===== config.mk =====
export PLATFORM = sky130hd
export DESIGN_NAME = msg_assembler
export DESIGN_NICKNAME = d
export VERILOG_FILES = /design/src/rtl/msg_assembler.sv
export SDC_FILE = /design/constraint.sdc
export NUM_CORES = 1
export LEC_CHECK = 0
export ABC_AREA = 1
export BUFFER_PORTS_ARGS = -buffer_cell sky130_fd_sc_hd__buf_2
export CAP_MARGIN = 5
export CORE_MARGIN = 10
export CORE_UTILIZATION = 55
export DETAILED_ROUTE_END_ITERATION = 8
export GPL_ROUTABILITY_DRIVEN = 0
export GPL_TIMING_DRIVEN = 0
export HOLD_SLACK_MARGIN = 0.12
export PLACE_DENSITY = 0.85
export SLEW_MARGIN = 20
export SYNTH_ARGS = -nofsm -noshare
export SYNTH_HDL_FRONTEND = slang
export SYNTH_SLANG_ARGS = --single-unit

===== constraint.sdc =====
create_clock -name clk -period 4.3 [get_ports clk]
set_input_delay 0.43 -clock clk [delete_from_list [all_inputs] [get_ports clk]]
set_output_delay 0.43 -clock clk [all_outputs]
set_load 0.01 [all_outputs]

===== src/rtl/msg_assembler.sv =====
// rtl/msg_assembler.sv - packs a framed word stream into fixed-width message records (optional stats: MSG_ASM_STATS_EN)
module msg_assembler #(
    parameter int WORD_W = 32,
    parameter int WORDS  = 4,
    parameter int LEN_W  = $clog2(WORDS+1)
`ifdef MSG_ASM_STATS_EN
    ,
    parameter int CNT_W  = 16
`endif
) (
    input  logic                    clk,
    input  logic                    rst,
    input  logic                    s_v,
    output logic                    s_r,
    input  logic [WORD_W-1:0]       s_d,
    input  logic                    s_last,
    output logic                    m_v,
    input  logic                    m_r,
    output logic [WORD_W*WORDS-1:0] m_d,
    output logic [LEN_W-1:0]        m_len,
    output logic                    m_trunc
`ifdef MSG_ASM_STATS_EN
    ,
    output logic [CNT_W-1:0]        msg_cnt,
    output logic [CNT_W-1:0]        trunc_cnt
`endif
);

    localparam int MSG_W = WORD_W * WORDS;

    typedef enum logic [1:0] {
        FILL    = 2'd0,
        HOLD    = 2'd1,
        DISCARD = 2'd2
    } state_t;

    state_t             state_q, state_d;
    logic [LEN_W-1:0]   idx_q, idx_d;
    logic               disc_q, disc_d;
    logic [MSG_W-1:0]   data_q, data_d;
    logic [LEN_W-1:0]   len_q, len_d;
    logic               trunc_q, trunc_d;
    logic               handshake;

    // Handshake/ready flags come straight from the state register, so neither
    // side sees a combinational path from the other side's request.
    assign s_r       = (state_q != HOLD);
    assign m_v       = (state_q == HOLD);
    assign handshake = (state_q == HOLD) && m_r;
    assign m_d       = data_q;
    assign m_len     = len_q;
    assign m_trunc   = trunc_q;

    // Next-state: lane fill, record hold, and tail discard of over-long frames
    always_comb begin
        state_d = state_q;
        idx_d   = idx_q;
        disc_d  = disc_q;
        data_d  = data_q;
        len_d   = len_q;
        trunc_d = trunc_q;
        case (state_q)
            FILL: begin
                if (s_v) begin
                    for (int k = 0; k < WORDS; k++) begin
                        if (LEN_W'(k) == idx_q) begin
                            data_d[k*WORD_W +: WORD_W] = s_d;
                        end
                    end
                    if (s_last) begin
                        state_d = HOLD;
                        len_d   = idx_q + LEN_W'(1);
                        trunc_d = 1'b0;
                    end else if (idx_q == LEN_W'(WORDS-1)) begin
                        // Record is full but the frame continues: emit what we
                        // have and swallow the rest of the frame afterwards.
                        state_d = HOLD;
                        len_d   = LEN_W'(WORDS);
                        trunc_d = 1'b1;
                        disc_d  = 1'b1;
                    end else begin
                        idx_d = idx_q + LEN_W'(1);
                    end
                end
            end
            HOLD: begin
                if (m_r) begin
                    // Clearing lanes here keeps unused upper lanes of the next
                    // (shorter) record at zero.
                    data_d  = '0;
                    idx_d   = '0;
                    len_d   = '0;
                    trunc_d = 1'b0;
                    state_d = disc_q ? DISCARD : FILL;
                end
            end
            DISCARD: begin
                if (s_v && s_last) begin
                    state_d = FILL;
                    disc_d  = 1'b0;
                end
            end
            default: begin
                state_d = FILL;
            end
        endcase
    end

    // State and record registers with synchronous reset
    always_ff @(posedge clk) begin
        if (rst) begin
            state_q <= FILL;
            idx_q   <= '0;
            disc_q  <= 1'b0;
            data_q  <= '0;
            len_q   <= '0;
            trunc_q <= 1'b0;
        end else begin
            state_q <= state_d;
            idx_q   <= idx_d;
            disc_q  <= disc_d;
            data_q  <= data_d;
            len_q   <= len_d;
            trunc_q <= trunc_d;
        end
    end

`ifdef MSG_ASM_STATS_EN
    logic [CNT_W-1:0] msg_cnt_q, msg_cnt_d;
    logic [CNT_W-1:0] trunc_cnt_q, trunc_cnt_d;

    assign msg_cnt   = msg_cnt_q;
    assign trunc_cnt = trunc_cnt_q;

    // Saturating record and truncation counters, bumped on each handshake
    always_comb begin
        msg_cnt_d   = msg_cnt_q;
        trunc_cnt_d = trunc_cnt_q;
        if (handshake && (msg_cnt_q != {CNT_W{1'b1}})) begin
            msg_cnt_d = msg_cnt_q + CNT_W'(1);
        end
        if (handshake && trunc_q && (trunc_cnt_q != {CNT_W{1'b1}})) begin
            trunc_cnt_d = trunc_cnt_q + CNT_W'(1);
        end
    end

    // Counter registers, cleared only by reset
    always_ff @(posedge clk) begin
        if (rst) begin
            msg_cnt_q   <= '0;
            trunc_cnt_q <= '0;
        end else begin
            msg_cnt_q   <= msg_cnt_d;
            trunc_cnt_q <= trunc_cnt_d;
        end
    end
`else
    logic unused_handshake;
    assign unused_handshake = handshake;
`endif

endmodule


# ---- Word level (Yosys, flattened, before mapping)
# Cells that the tools add are included.
dict set report word_totals {
  regBits 138
  input_bits 37
  out_inout_bits 134
  elab_cells 73
}
dict set report op_classes {
  n_addsub 1
  eq_ne 18
  n_mux 32
  n_reduce_logical 13
}
# op n
set ops {}
lappend ops {{two-way mux 128 bit} 2}
lappend ops {{case mux 128 bit (2 select lines)} 1}
lappend ops {{two-way mux 32 bit} 4}
lappend ops {{AND reduction 4 bit} 6}
lappend ops {{two-way mux 3 bit} 7}
lappend ops {{!= test 2 bit, second input constant} 9}
lappend ops {{two-way mux 2 bit} 6}
lappend ops {{case mux 3 bit (2 select lines)} 2}
lappend ops {{AND reduction 5 bit} 2}
lappend ops {{two-way mux 1 bit} 7}
lappend ops {{equality test 2 x 3 -> 1 bit, first input constant} 2}
lappend ops {{case mux 2 bit (3 select lines)} 1}
lappend ops {{!= test 2 x 1 -> 1 bit, second input constant} 2}
lappend ops {{case mux 1 bit (2 select lines)} 2}
lappend ops {{nonzero test 2 bit} 2}
lappend ops {{adder 3 x 1 -> 3 bit, second input constant} 1}
lappend ops {{equality test 1 x 3 -> 1 bit, first input constant} 1}
lappend ops {{equality test 3 x 2 -> 1 bit, second input constant} 1}
lappend ops {{logical NOT 3 bit} 1}
lappend ops {{!= test 3 bit, second input constant} 1}
lappend ops {{equality test 2 x 1 -> 1 bit, second input constant} 1}
lappend ops {{equality test 2 bit, second input constant} 1}
lappend ops {{logical NOT 2 bit} 1}
lappend ops {{logical AND 1 bit} 1}

# ---- Longest topological paths before layout
# Gate-level depths: netlist of the first run.
dict set report depth {
  word_depth 5
  depth_mapped 9
  mapped_depth_nobuf 9
}

# ---- Worst setup path before layout of the first run
# OpenSTA, ideal clock, no wires.
dict set report synth_timing {
  path_type {register to register}
  start {register idx_q[0]}
  end {register data_q[101] (netlist: m_d[101])}
  setup_time_ps 70
  t_arrival_ps 1407
  required_ps 4230
  path_slack_ps 2823
  stages_incl_launch_ff 8
  n_path_buf 1
  synth_period_minus_slack_ps 1477
  path_cell_list {dfxtp_1 > ha_1 > ha_1 > inv_1 > o21ai_2 > clkbuf_1 > nand3_1 > a21oi_1}
}
dict set report synth_via {
  elab_chain_cells 3
}
# element line_no
set synth_lines {}
lappend synth_lines {{from (decl)} 38} ;# logic [LEN_W-1:0] idx_q, idx_d;
lappend synth_lines {{from (signal assigned)} 120} ;# idx_q <= idx_d;
lappend synth_lines {{equality test 2 x 3 -> 1 bit} 66} ;# if (LEN_W'(k) == idx_q) begin
lappend synth_lines {{!= test 2 bit (no line)} -}
lappend synth_lines {{AND reduction 4 bit (no line)} -}
lappend synth_lines {{to (signal assigned)} 122} ;# data_q <= data_d;
lappend synth_lines {{to (decl)} 40} ;# logic [MSG_W-1:0] data_q, data_d;
# No other way between the ends.
# A chain may end at the register's enable or synchronous reset.

# ---- Worst setup path in the final report of the first run
dict set report layout_timing {
  start {register state_q[0]}
  end {output m_v}
}
dict set report layout_via {
  elab_chain_cells 1
}
# element line_no
set layout_lines {}
lappend layout_lines {{from (decl)} 37} ;# state_t state_q, state_d;
lappend layout_lines {{from (signal assigned)} 119} ;# state_q <= state_d;
lappend layout_lines {{equality test 2 x 1 -> 1 bit} 48} ;# assign m_v = (state_q == HOLD);
lappend layout_lines {{to (decl)} 17} ;# output logic m_v,
# No other way between the ends.

==> results.txt, run 1 <==
- Core region area: 9680 um2
* CTS root buf: clkbuf_8
- The pre-antenna-repair detailed-routing pass consisted of 5 iterations.
- Cell count after synthesis: 741
- Initial core utilization: 55.9%
- A synthesized cell averages 7.31 um2.
- Highest Clock Rate: 449 MHz
* Total negative slack: 0 ns
* Buffer count from post-CTS setup fixing: 0
- Measured against its own limit, the worst slew margin works out to 59.2%.
- Clock-pin slew was measured on the worst setup and hold paths at 0.06 ns.
- Ys Warns: 0
* Register bit count reported by yosys: 138
* HPWL after detailed placement: 13800 um
* Cell area power density: 541 nW/um2
- Number of synthesized flops with an enable pin: 0
* Number of routed nets with antenna violations: 0
* Num rows: 36
- Of all nets on the critical path, the largest fanout is 10.
* Diodes inserted: 0
- Primary FF master, synth: dfxtp_1
- Setup violations remaining at the end of the flow were counted as 0.
* Number of distinct library cell variants in the gate-level netlist after synthesis: 21
- Maximum level of the CTS H-tree: 4
- For this run, design rule violations remaining after detail routing come to 0.
* Most common library cell in the layout ignoring fill and taps: nand2_1
* Clock skew after layout: 0.00768 ns
* Number of input and output port buffers inserted: 169
- In the post-route analysis, the smallest setup slack over all paths is 2.07 ns.
- Start-to-end type of the worst setup path: reg2out
- The path class of the tightest hold or removal check is in2reg.
- Of the available clock period, the critical path in the final layout requires 51.8%.
- Post-placement cell count: 1043
- Final max-slew violation count: 0
- For the worst setup path, the data required time is 3.87 ns.
- STA classifies the critical path endpoint as a primary output.
- After the flow finishes, the layout carries non-filler instances totaling 1075.
* Number of nets in the layout: 972
* Ports: 171
- Overall fraction of global-route tracks in use: 25.4%
- The share of the Yosys chip area taken by registers is 51.0%.
- The analysis attributes to cell leakage a power of 3.41 nW.
- The number of nets handed over by synthesis was 784.
- The routed layout has 5631 vias.
* First DRT Iteration DRCs: 650
* Via count of the first global-routing pass: 5457
* Synth async-reset ratio: 0%
* Wire per inst: 17.5 um
- Cells with a size suffix above 1 make up 25.6% of the layout.
- Post-synthesis instance area: 5420 um2
* Maximum number of pins on one net before global-route repair: 17
- VDD sags by at most 323 uV.
- Critical path's most frequent cell: buf_2
- On the critical path, the stage with the largest delay is an instance of dfxtp_1.
* Post-synthesis to final-layout area growth: 29.8%
- Crit path arrival time: 1.80 ns
* Buffers from clock root to sink, at most: 2
- The later pin in the worst-skew pair is clocked with a latency of 0.52 ns.
* Util after Layout: 72.6%
- Maximum Capacitance Violations: 0
- In this run, post-CTS hold repair placed 0 buffers.
- On the critical path the largest part of the delay comes from buffers and inverters.
* Delay of the slowest cell on the worst path: 0.49 ns
- Counting the buffers created by CTS gives 17.
- The die covers 14200 um2.
- Fill cells in the final layout number 822.
- Global route total overflow: 0
- Sequence of cells on the critical path: nand2_1, inv_2, buf_2, buf_2
- Startpoint type of the worst setup path: register
- Together, buffers and inverters on the worst path number 3.
- Die extent in y: 119 um
- Setup repair after global routing left no endpoint under its margin.
* Total Routed Length: 18800 um
- Placement Setup Slack: 2.25 ns
* Post-cts gate resize count: 0
- Highest-count cells in the layout ignoring fill and taps: 210 x nand2_1, 182 x buf_2, 138 x dfxtp_1, 108 x nor2_1, 94 x a21oi_1
- The final count of hold timing violations was 0.
- TritonCTS built the clock tree.
- Clock sink total: 138
* Vias per std cell: 5.24
- The initial antenna violation count was 1.
* Width of the die: 119 um
* First-pass GRT wire length: 28800 um
- The clock period could shrink to 2.23 ns.
- The flow ran to the end, and the final reports show no timing, DRC or antenna violations.
- For the pin with the worst max-slew slack, the measured transition is 0.612 ns.
-- per-stage QoR --
stage	power [mW]	area, um2	hold WS (ns)
finish	3.81	7030	0.261
detailed placement	2.31	6430	0.451
CTS	3.79	7030	0.248
global route	3.96	7030	0.268
global placement	2.29	6430	0.447
floorplan	1.99	5420	0.432
-- layout make-up --
cell class                 instances  area [um2]  area share [%]
buffer                            47         240            3.42
clock buffer                      18         418            5.94
clock inverter                    14         185            2.63
inverter                          48         180            2.56
multi-input combinational        508        2230            31.8
sequential                       138        2760            39.3
tap                              133         166            2.37
timing repair buffer             169         846            12.0
-- Yosys cell counts, types with 5 or more instances --
master / instances / area, um2
nand2_1: 210 / 788
dfxtp_1: 138 / 2760
nor2_1: 108 / 405
a21oi_1: 94 / 470
inv_1: 44 / 165
nand3_1: 36 / 180
o21ai_0: 36 / 180
clkbuf_1: 20 / 75.1
buf_2: 13 / 65.1
buf_4: 12 / 90.1
ha_1: 6 / 75.1
nor2_2: 5 / 31.3
o21ai_1: 5 / 25.0
-- final timing paths --
path | from | slack (ns) | depth (start not counted) | endpoint
max | state_q[0] | 2.07 | 4 | m_v
min reg2reg | m_d[121] | 0.46 | 2 | m_d[121]
max reg2reg | idx_q[0] | 2.19 | 7 | m_d[122]
min | s_v | 0.26 | 4 | disc_q
-- logic make-up after synthesis --
group,after synthesis,synth area share [%]
simple gates,365,26.9
fa+ha+maj,6,1.39
buf+inv,95,7.76
compound gates,137,12.9
flops,138,51.0
-- sequential cells by signal, indices dropped and copies added (netlist names) --
signal,flops
m_len,3
disc_q,1
idx_q,3
state_q,2
m_d,128
m_trunc,1
-- worst reg2reg max path, cell delays in order (launching register included) --
cell and delay [ns]:
dfxtp_1 0.40, ha_1 0.22, ha_1 0.17, inv_1 0.07
o21ai_2 0.29, clkbuf_1 0.52, nand3_1 0.20, a21oi_1 0.18
-- report_power, final --
part | internal (mW) | leakage (nW) | switching, mW
clock | 0.900 | 0.286 | 0.607
combinational | 0.270 | 2.00 | 0.538
sequential | 1.42 | 1.13 | 0.0728
total | 2.59 | 3.41 | 1.22
-- metal layers --
layer / GRT usage, % / up-vias / part of all wire [%]
met5: 0 / - / 0
met4: 9.62 / 0 / 2.3
met3: 10.7 / 33 / 11
met2: 41.5 / 268 / 47
met1: 29.0 / 2600 / 40
li1: - / 2730 / -
Note: power is estimated with default switching activity, not from simulation.
==> run 2: changes to the inputs <==
--- a/config.mk
+++ b/config.mk
@@ -9,12 +9,12 @@
 export BUFFER_PORTS_ARGS = -buffer_cell sky130_fd_sc_hd__buf_2
 export CAP_MARGIN = 5
 export CORE_MARGIN = 10
-export CORE_UTILIZATION = 55
+export CORE_UTILIZATION = 46
 export DETAILED_ROUTE_END_ITERATION = 8
 export GPL_ROUTABILITY_DRIVEN = 0
 export GPL_TIMING_DRIVEN = 0
 export HOLD_SLACK_MARGIN = 0.12
-export PLACE_DENSITY = 0.85
+export PLACE_DENSITY = 0.76
 export SLEW_MARGIN = 20
 export SYNTH_ARGS = -nofsm -noshare
 export SYNTH_HDL_FRONTEND = slang
==> constraint.sdc (replaced) <==
create_clock -name clk -period 1.9 [get_ports clk]
set_input_delay 0.19 -clock clk [delete_from_list [all_inputs] [get_ports clk]]
set_output_delay 0.19 -clock clk [all_outputs]
set_load 0.01 [all_outputs]
==> results.txt, run 2 (synthesized netlist as in run 1, its figures left out) <==
- Startpoint type of the worst setup path: register
* Final max-slew violation count: 0 (unchanged)
- Post-route worst setup slack: 0.0553 ns (-2.02 ns)
* Wire per inst: 17.6 um (+0.91%)
- Num rows: 39 (+8.3%)
* Core region area: 11500 um2 (+18%)
- The violation count after the first detailed-routing iteration is 516 (-21%).
* Maximum level of the CTS H-tree: 4 (unchanged)
* Clock skew after layout: 0.00529 ns (-0.00239 ns)
- Max VDD drop: 603 uV (+87%)
- The maximum clock path buffer count came to 2 (unchanged).
* Status: finished, final reports clean
- Via total after detailed routing: 5593 (-0.67%)
- TritonCTS built the clock tree.
- Max transition margin: 59.7% (+0.53 points)
- First-pass GRT wire length: 28600 um (-0.55%)
* Number of nets in the layout: 972 (unchanged)
- CP Capture Type: primary output
- Start-to-end type of the worst setup path: reg2out
* Number of input and output port buffers inserted: 169 (unchanged)
- Maximum Capacitance Violations: 0 (unchanged)
* Final setup violating endpoints: 0 (unchanged)
- The final antenna-violating net count came to 0 (unchanged).
- Highest-count cells in the layout ignoring fill and taps: 209 x nand2_1, 180 x buf_2, 138 x dfxtp_1, 108 x nor2_1, 94 x a21oi_1
- The later-pin clock latency in the skew report is 0.42 ns (-0.10 ns).
- The setup TNS after final layout is 0 ns (unchanged).
- The fraction of final layout cells sized beyond drive strength 1 came to 25.0% (-0.56 points).
- Relative to the synthesized area, the layout overhead comes to 29.1%.
* Final Hold Fails: 0 (unchanged)
- Setup repair after global routing left no endpoint under its margin.
- Initial core utilization: 47.2% (-8.7 points)
- After layout, the minimum clock period comes to 1.84 ns.
* Clock slew at reported path FFs: 0.06 ns (about the same)
* Fillers: 1061 (+29%)
- The leakage power total came to 3.39 nW (-0.55%).
- In this run the clock root is driven by a clkbuf_16.
- The final total power is 8.24 mW (+120%).
- Required arrival time at the worst endpoint: 1.71 ns (-2.16 ns)
- The min-delay analysis places its worst path in the category in2reg.
- Diodes inserted: 0 (unchanged)
* Total Routed Length: 19100 um (+1.6%)
- Number of buffers created by CTS: 17 (unchanged)
- Highest Clock Rate: 542 MHz
- Via count of the first global-routing pass: 5225 (-4.3%)
* Placement Setup Slack: -0.00299 ns (-2.26 ns)
- DR DRC count: 0 (unchanged)
- Vias per std cell: 5.17 (-1.3%)
- The TritonCTS sink count is 138 (unchanged).
* Die extent in y: 129 um (+7.8%)
- The actual slew at the worst max-slew pin is 0.604 ns (-0.00802 ns).
* Buffer count from post-CTS setup fixing: 0 (unchanged)
- Crit path arrival time: 1.65 ns (-0.15 ns)
* HPWL after detailed placement: 14200 um (+3.0%)
- The aggregate global-route resource usage was 22.0% (-3.4 points).
- Area enclosed by the die boundary: 16500 um2 (+16%)
- The power per cell area is 1180 nW/um2 (+120%).
- The first-pass iteration count of the detailed router came to 5 (unchanged).
* Initial antenna violation count: 0 (-1)
- The overflow left after global routing is 0 (unchanged).
- Ports: 171 (unchanged)
* Most common library cell in the layout ignoring fill and taps: nand2_1
* Final Cycle Share: 97.1%
* Maximum number of pins on one net before global-route repair: 17 (unchanged)
- Flip-flop count of the largest register after layout: 128 (unchanged)
- Width of the die: 129 um (+7.8%)
- The highest fanout seen on the critical path came to 13 (+3).
[run 2: per-stage QoR]
step	util [%]	instances	hold WS [ns]	instance area [um2]
after detailed placement	56.2	1053	0.449	6440
after floorplan	-	741	0.402	5420
after global placement	56.2	1053	0.443	6440
after CTS	60.9	1082	0.149	6980
after global routing	61.0	1082	0.188	6990
final	61.0	1082	0.156	6990
[run 2: routing by layer]
layer,share of wire (%),wire length [um],track usage (%)
met1,42,7930,28.2
met2,45,8580,33.4
met3,10,1980,6.61
met4,3.1,593,9.95
met5,0,0,0
[run 2: final cells by class]
| class | count | area, um2 | share of cell area, % |
|---|---|---|---|
| repair buffers | 170 | 856 | 12.2 |
| inverters | 48 | 180 | 2.58 |
| flip-flops and latches | 138 | 2760 | 39.5 |
| clock buffers | 26 | 489 | 7.00 |
| clock inverters | 3 | 40.0 | 0.573 |
| plain buffers | 46 | 240 | 3.44 |
| well taps | 143 | 179 | 2.56 |
| multi-input cells | 508 | 2240 | 32.1 |
[run 2: worst paths after layout]
path | startpoint | endpoint | cells after the start | slack [ns]
min | s_d[28] | m_d[28] | 5 | 0.16
min reg2reg | m_d[122] | m_d[122] | 2 | 0.46
max reg2reg | idx_q[0] | m_d[114] | 7 | 0.15
max | state_q[0] | m_v | 3 | 0.06
[run 2: power by group]
group	internal (mW)	total, mW	switching (mW)
sequential	3.21	3.37	0.158
clock	1.88	3.04	1.16
combinational	0.616	1.84	1.22
[run 2: worst max-delay path, stage by stage (launching register included)]
cell and delay, ns:
dfxtp_1 0.50, nand2_1 0.22, inv_2 0.31, buf_2 0.20
[run 2: repair_timing]
item	in CTS	in global routing
hold buffers	1	0
hold endpoints to repair	1	0
setup endpoints to repair	9	30
pin swaps	0	0
resized for setup	1	5
